--- src/rtl/cnn_ctrl_pkg.sv ---
// Shared types for the CNN training sequencer: FSM states, stage codes and defaults.
package cnn_ctrl_pkg;

   typedef enum logic [3:0] {
      ST_IDLE  = 4'd0,
      ST_FETCH = 4'd1,
      ST_CONV  = 4'd2,
      ST_FC1   = 4'd3,
      ST_FC2   = 4'd4,
      ST_BP2   = 4'd5,
      ST_BP1   = 4'd6,
      ST_DONE  = 4'd7,
      ST_ERR   = 4'd8
   } state_t;

   typedef enum logic [2:0] {
      STG_CONV = 3'd0,
      STG_FC1  = 3'd1,
      STG_FC2  = 3'd2,
      STG_BP2  = 3'd3,
      STG_BP1  = 3'd4
   } stage_e;

   localparam int DEFAULT_NUM_SAMPLES = 16;
   localparam int DEFAULT_NUM_EPOCHS  = 4;
   localparam int DEFAULT_TIMEOUT     = 15;

   function automatic stage_e stage_of(input state_t s);
      case (s)
         ST_CONV: stage_of = STG_CONV;
         ST_FC1:  stage_of = STG_FC1;
         ST_FC2:  stage_of = STG_FC2;
         ST_BP2:  stage_of = STG_BP2;
         ST_BP1:  stage_of = STG_BP1;
         default: stage_of = STG_CONV;
      endcase
   endfunction

   // BP1 is not listed: its exit depends on the sample/epoch counters.
   function automatic state_t next_stage(input state_t s);
      case (s)
         ST_CONV: next_stage = ST_FC1;
         ST_FC1:  next_stage = ST_FC2;
         ST_FC2:  next_stage = ST_BP2;
         ST_BP2:  next_stage = ST_BP1;
         default: next_stage = ST_FETCH;
      endcase
   endfunction

endpackage

--- src/rtl/cnn_train_sequencer_watchdog.sv ---
// Per-state cycle counter: restarts on every state change, qualifies done from the
// second cycle on and flags a stall once the count reaches TIMEOUT.
module stage_watchdog
   import cnn_ctrl_pkg::*;
#(
   parameter int TIMEOUT = DEFAULT_TIMEOUT
) (
   input  logic clk,
   input  logic rst,
   input  logic clr_i,
   output logic qual_o,
   output logic timeout_o
);

   localparam int TW = $clog2(TIMEOUT + 1);

   logic [TW-1:0] timer_q;
   logic [TW-1:0] timer_d;

   // Saturate at TIMEOUT so a parked state never wraps back into the qualify window.
   always_comb begin
      timer_d = timer_q;
      if (clr_i) begin
         timer_d = {TW{1'b0}};
      end else if (timer_q != TW'(TIMEOUT)) begin
         timer_d = timer_q + TW'(1);
      end else begin
         timer_d = timer_q;
      end
   end

   always_ff @(posedge clk) begin
      if (rst) begin
         timer_q <= {TW{1'b0}};
      end else begin
         timer_q <= timer_d;
      end
   end

   assign qual_o    = (timer_q != {TW{1'b0}});
   assign timeout_o = (timer_q == TW'(TIMEOUT));

endmodule

--- src/rtl/cnn_train_sequencer.sv ---
// Training-step sequencer: fetch a sample, run conv/fc1/fc2/bp2/bp1 with one start
// pulse each, commit weights on bp1 done, and count samples and epochs.
module cnn_train_sequencer
   import cnn_ctrl_pkg::*;
#(
   parameter  int NUM_SAMPLES = DEFAULT_NUM_SAMPLES,
   parameter  int NUM_EPOCHS  = DEFAULT_NUM_EPOCHS,
   parameter  int TIMEOUT     = DEFAULT_TIMEOUT,
   localparam int SW = (NUM_SAMPLES > 1) ? $clog2(NUM_SAMPLES) : 1,
   localparam int EW = (NUM_EPOCHS > 1) ? $clog2(NUM_EPOCHS) : 1
) (
   input  logic          clk,
   input  logic          rst,
   input  logic          run,
   input  logic          abort,
   input  logic          sample_valid,
   output logic          sample_ready,
   output logic [SW-1:0] sample_idx,
   output logic [EW-1:0] epoch_idx,
   output logic          conv_start,
   output logic          fc1_start,
   output logic          fc2_start,
   output logic          bp2_start,
   output logic          bp1_start,
   input  logic          conv_done,
   input  logic          fc1_done,
   input  logic          fc2_done,
   input  logic          bp2_done,
   input  logic          bp1_done,
   output logic          wb_en,
   output logic          busy,
   output logic          finished,
   output logic          error,
   output logic [2:0]    err_stage
);

   state_t        state_q, state_d;
   logic [SW-1:0] sample_q, sample_d;
   logic [EW-1:0] epoch_q, epoch_d;
   stage_e        err_stage_q, err_stage_d;
   logic [4:0]    start_q, start_d;

   logic qual_s, timeout_s, clr_s, done_s, fire_s;
   logic last_sample_s, last_epoch_s;

   stage_watchdog #(.TIMEOUT(TIMEOUT)) u_watchdog (
      .clk       (clk),
      .rst       (rst),
      .clr_i     (clr_s),
      .qual_o    (qual_s),
      .timeout_o (timeout_s)
   );

   // Only the done flag belonging to the current stage is visible to the FSM.
   always_comb begin
      case (state_q)
         ST_CONV: done_s = conv_done;
         ST_FC1:  done_s = fc1_done;
         ST_FC2:  done_s = fc2_done;
         ST_BP2:  done_s = bp2_done;
         ST_BP1:  done_s = bp1_done;
         default: done_s = 1'b0;
      endcase
   end

   assign fire_s        = qual_s && done_s;
   assign last_sample_s = (sample_q == SW'(NUM_SAMPLES - 1));
   assign last_epoch_s  = (epoch_q == EW'(NUM_EPOCHS - 1));
   assign clr_s         = (state_d != state_q);

   // Next-state and counter update; abort overrides every state.
   always_comb begin
      state_d     = state_q;
      sample_d    = sample_q;
      epoch_d     = epoch_q;
      err_stage_d = err_stage_q;
      if (abort) begin
         state_d     = ST_IDLE;
         sample_d    = {SW{1'b0}};
         epoch_d     = {EW{1'b0}};
         err_stage_d = STG_CONV;
      end else begin
         case (state_q)
            ST_IDLE: begin
               if (run) begin
                  state_d  = ST_FETCH;
                  sample_d = {SW{1'b0}};
                  epoch_d  = {EW{1'b0}};
               end else begin
                  state_d = ST_IDLE;
               end
            end
            ST_FETCH: begin
               if (sample_valid) begin
                  state_d = ST_CONV;
               end else begin
                  state_d = ST_FETCH;
               end
            end
            ST_CONV, ST_FC1, ST_FC2, ST_BP2: begin
               if (fire_s) begin
                  state_d = next_stage(state_q);
               end else if (timeout_s) begin
                  state_d     = ST_ERR;
                  err_stage_d = stage_of(state_q);
               end else begin
                  state_d = state_q;
               end
            end
            ST_BP1: begin
               if (fire_s) begin
                  if (last_sample_s) begin
                     sample_d = {SW{1'b0}};
                     // The final epoch index is kept so DONE reports the last epoch run.
                     if (last_epoch_s) begin
                        state_d = ST_DONE;
                     end else begin
                        epoch_d = epoch_q + EW'(1);
                        state_d = ST_FETCH;
                     end
                  end else begin
                     sample_d = sample_q + SW'(1);
                     state_d  = ST_FETCH;
                  end
               end else if (timeout_s) begin
                  state_d     = ST_ERR;
                  err_stage_d = STG_BP1;
               end else begin
                  state_d = ST_BP1;
               end
            end
            ST_DONE: begin
               if (!run) begin
                  state_d = ST_IDLE;
               end else begin
                  state_d = ST_DONE;
               end
            end
            ST_ERR:  state_d = ST_ERR;
            default: state_d = ST_IDLE;
         endcase
      end
   end

   // Start pulse for the stage being entered; it lands in that stage's first cycle.
   always_comb begin
      start_d = 5'b00000;
      if (clr_s) begin
         case (state_d)
            ST_CONV: start_d = 5'b00001;
            ST_FC1:  start_d = 5'b00010;
            ST_FC2:  start_d = 5'b00100;
            ST_BP2:  start_d = 5'b01000;
            ST_BP1:  start_d = 5'b10000;
            default: start_d = 5'b00000;
         endcase
      end else begin
         start_d = 5'b00000;
      end
   end

   // State, counters, latched error stage and start pulses.
   always_ff @(posedge clk) begin
      if (rst) begin
         state_q     <= ST_IDLE;
         sample_q    <= {SW{1'b0}};
         epoch_q     <= {EW{1'b0}};
         err_stage_q <= STG_CONV;
         start_q     <= 5'b00000;
      end else begin
         state_q     <= state_d;
         sample_q    <= sample_d;
         epoch_q     <= epoch_d;
         err_stage_q <= err_stage_d;
         start_q     <= start_d;
      end
   end

   assign conv_start   = start_q[0];
   assign fc1_start    = start_q[1];
   assign fc2_start    = start_q[2];
   assign bp2_start    = start_q[3];
   assign bp1_start    = start_q[4];
   assign sample_ready = (state_q == ST_FETCH);
   assign sample_idx   = sample_q;
   assign epoch_idx    = epoch_q;
   // Backprop results exist only in the bp1 done cycle, so the commit is not registered.
   assign wb_en        = (state_q == ST_BP1) && fire_s && !abort;
   assign busy         = (state_q != ST_IDLE) && (state_q != ST_DONE) && (state_q != ST_ERR);
   assign finished     = (state_q == ST_DONE);
   assign error        = (state_q == ST_ERR);
   assign err_stage    = err_stage_q;

endmodule

--- config.mk ---
export PLATFORM = sky130hd
export DESIGN_NAME = cnn_train_sequencer
export DESIGN_NICKNAME = d
export VERILOG_FILES = /design/src/rtl/cnn_ctrl_pkg.sv /design/src/rtl/cnn_train_sequencer_watchdog.sv /design/src/rtl/cnn_train_sequencer.sv
export SDC_FILE = /design/constraint.sdc
export NUM_CORES = 1
export LEC_CHECK = 0
export ABC_CLOCK_PERIOD_IN_PS = 3700
export BUFFER_PORTS_ARGS = -buffer_cell sky130_fd_sc_hd__buf_2
export CAP_MARGIN = 40
export CELL_PAD_IN_SITES_DETAIL_PLACEMENT = 0
export CELL_PAD_IN_SITES_GLOBAL_PLACEMENT = 2
export CORE_ASPECT_RATIO = 1.2
export CORE_MARGIN = 2
export CORE_UTILIZATION = 34
export CTS_CLUSTER_DIAMETER = 40
export DETAILED_ROUTE_END_ITERATION = 7
export HOLD_SLACK_MARGIN = 0.1
export PLACE_DENSITY = 0.8
export SYNTH_ARGS = -nofsm -noshare
export SYNTH_HDL_FRONTEND = slang
export SYNTH_SLANG_ARGS = --single-unit
--- constraint.sdc ---
create_clock -name clk -period 3.7 [get_ports clk]
set_clock_uncertainty 0.2 [all_clocks]
set_input_delay 0 -clock clk [delete_from_list [all_inputs] [get_ports clk]]
set_output_delay 0 -clock clk [all_outputs]
set_load 0.01 [all_outputs]
==> metrics.md <==
| Metric | Value |
|---|---|
| Status | `completed` |
| P per Cell Area | `between 300 and 400 mW/mm^2` |
| Die Span X | `64.2 um` |
| Worst EP arrival | `3340 ps` |
| Area Overhead vs Synth | `18.7%` |
| WL/cell | `~16 um` |
| Initial Util | `35.0%` |
| Max-slew violations | `0` |
| Max_cap viols | `0` |
| CTS tree | `done` |
| Root Buffer | `clkbuf_8` |
| Element type at the critical path start | `register` |
| Nets | `221` |
| Critical Path RT | `around 3700 ps` |
| Layout cells sized above 1 | `22.8%` |
| NetSw | `~130 uW` |
| Comb power frac | `between 10 and 15%` |
| Pin count of the biggest net entering global routing | `23` |
| Post-Syn Area | `~0.0015 sq mm` |
| Clk pin slew, worst setup/hold paths | `90 ps` |
| Placeable Area | `about 0.0042 sq mm` |
| Commonest non-fill, non-tap cell in the layout | `buf_2` |
| Via count of the first global-routing pass | `roughly 1,500` |
| Routed vias/inst | `5.45` |
| H-tree lvl count | `1` |
| Ports | `29` |
| Fin Setup TNS | `0 ps` |
| Via count | `between 1,000 and 1,500` |
| DRC viols | `0` |
| Critical path class | `reg -> reg` |
| First-pass GRT wire length | `just under 7 mm` |
| Fillers | `460` |
| Cts bufs inserted | `3` |
| Min cycle time layout | `between 3000 and 4000 ps` |
| Gate Count Post-Synth | `between 150 and 200` |
| Final hold violation count | `0` |
| Final setup viols | `0` |
| Register area share after synthesis | `between 20% and 30%` |
| Initial antenna violation count | `0` |
| Drt initial violations | `40` |
| Hpwl dp | `3.18 mm` |
| Main synth FF type | `dfxtp_1` |
| DRT Pass-1 Iters | `5` |
| Rel. slew slack | `between 40 and 50%` |
| Leakage power | `between 0.0007 and 0.0008 uW` |
| Worst-margin pin slew | `between 800 and 900 ps` |
| #FFs+latches synth | `22` |
| Number of diodes | `0` |
| Commonest non-fill, non-tap cells in the layout | `buf_2, dfxtp_1, nor2_1` |
| Register share of total power | `between 40% and 50%` |
| Fmax achieved | `296 MHz` |
| Total track usage | `approximately 18%` |
| Synth area leader | `dfxtp_1` |
| Synth Area per Inst | `8.27 sq um` |
| Clock power frac | `a little over two fifths` |
| Number of synthesized flops with an enable pin | `0` |
| IO buf count | `28` |
| RSZ-0062 raised after global routing | `false` |
| Synth top area cells | `dfxtp_1, nor2_1, nand3_1` |
| Maximum fanout along the worst path | `22` |
| Final Cycle Share | `slightly above 90%` |
| Share of the synthesized area in the top cell type | `29.8%` |
| Routed wire length | `roughly 4.1 mm` |
| Placement Rows | `26` |
| CP endpoint kind | `register` |
| Distinct cells, synth | `just over 50` |
| Chip height | `76.3 um` |
| Die Footprint | `about 0.005 sq mm` |
| RD Place Congestion | `0.806` |
| Clock Latency Late Sink | `~280 ps` |
| Grt ovf | `0` |
| Syn_nets | `~190` |
| Routed Antenna Nets | `0` |
| Post-synthesis async set-or-reset flop share | `0%` |
| Final hold slack | `around 110 ps` |
| Internal Pwr Total | `just over 400 uW` |
| Maximum VDD drop | `between 0.0001 and 0.00015 V` |
| CTS Sinks | `22` |
| Sw frac | `a little under a quarter` |
| Worst min path class | `in -> reg` |
| Deepest clock path buffer count | `2` |
| Syn. warnings | `0` |
stage by stage:
step,total power [uW],util (%),instances,worst slack (ps),instance area [sq um]
3_5_place_dp,309,38.9,254,514,1650
2_1_floorplan,290,-,179,1260,1480
3_3_place_gp,308,38.9,254,760,1650
5_1_grt,561,41.5,262,124,1760
6_report,540,41.5,262,319,1760
4_1_cts,543,41.5,262,327,1760
power by group through the flow:
stage          Combinational [uW]  Sequential [uW]  Clock, uW
4_1_cts                      61.2              246        236
3_5_place_dp                 57.9              251          0
2_1_floorplan                42.1              248          0
5_1_grt                      67.8              247        246
6_report                     61.1              246        233
3_3_place_gp                 57.1              251          0
worst max-delay path, stage by stage (launching register included):
cell	delay (ps)
dfxtp_1	860
and3b_1	260
o21ai_1	330
a21o_2	240
o21ai_2	120
or4_4	570
inv_1	100
nor3_1	40
dlygate4sd3_1	550
cell families after synthesis:
kind of cell	Yosys count	share of synthesized area, %
xor gates and xnor gates	2	1.18
muxes	6	4.73
AOI/OAI and AO/OA	47	25.3
adders and majority gates	4	3.38
buffers and inverters	15	4.56
and+or+nand+nor	83	31.1
DFF	22	29.8
per-layer routing:
layer	global-route usage, %	vias up	wire length (um)
li1	-	711	-
met2	35.6	33	2330
met4	5.53	0	74
met5	0	-	0
met1	18.2	678	1600
met3	2.81	7	138
Yosys cell counts, types with 2 or more instances:
cell / number
nand3_1: 11
nor4b_1: 4
inv_1: 6
or3_1: 2
nor2b_1: 2
ha_1: 4
nor3_1: 7
nor3b_1: 2
buf_2: 3
nand2b_1: 4
or2_2: 2
a22oi_1: 2
mux2_4: 2
mux2i_1: 4
nand2_1: 14
dfxtp_1: 22
a21oi_1: 10
o31ai_1: 5
a2111oi_1: 3
and3b_1: 2
and2_1: 3
clkbuf_1: 4
a21boi_0: 3
a21oi_2: 2
nor2_1: 21
a21o_1: 3
and3_1: 4
o21ai_0: 5
final timing paths:
| check | start | end | slack, ps | depth (start not counted) |
|---|---|---|---|---|
| min | conv_done | err_stage[2] | 110 | 5 |
| min reg2reg | err_stage[2] | err_stage[2] | 280 | 2 |
| max reg2reg | state_q[2] | state_q[0] | 320 | 8 |
| max | state_q[2] | state_q[0] | 320 | 8 |
flip-flops by register name, indices dropped and copies added (netlist names):
| register | cells |
|---|---|
| state_q | 4 |
| epoch_idx | 2 |
| start_q | 5 |
| err_stage | 3 |
| u_watchdog.timer_q | 4 |
| sample_idx | 4 |
layout make-up:
| type | instances | area, sq um | share of cell area (%) |
|---|---|---|---|
| multi-input cells | 142 | 972 | 55.3 |
| flip-flops and latches | 22 | 440 | 25.1 |
| repair buffers | 32 | 180 | 10.3 |
| well taps | 56 | 70.1 | 3.99 |
| clock buffers | 3 | 41.3 | 2.35 |
| clock inverters | 1 | 30.0 | 1.71 |
| inverters | 6 | 22.5 | 1.28 |
repair_timing:
action	CTS	global route
hold endpoints to repair	22	0
setup endpoints to repair	0	0
buffers inserted	0	0
gates resized for setup	0	0
hold buffers	4	0
No activity file was read; power rests on OpenSTA's default activity.
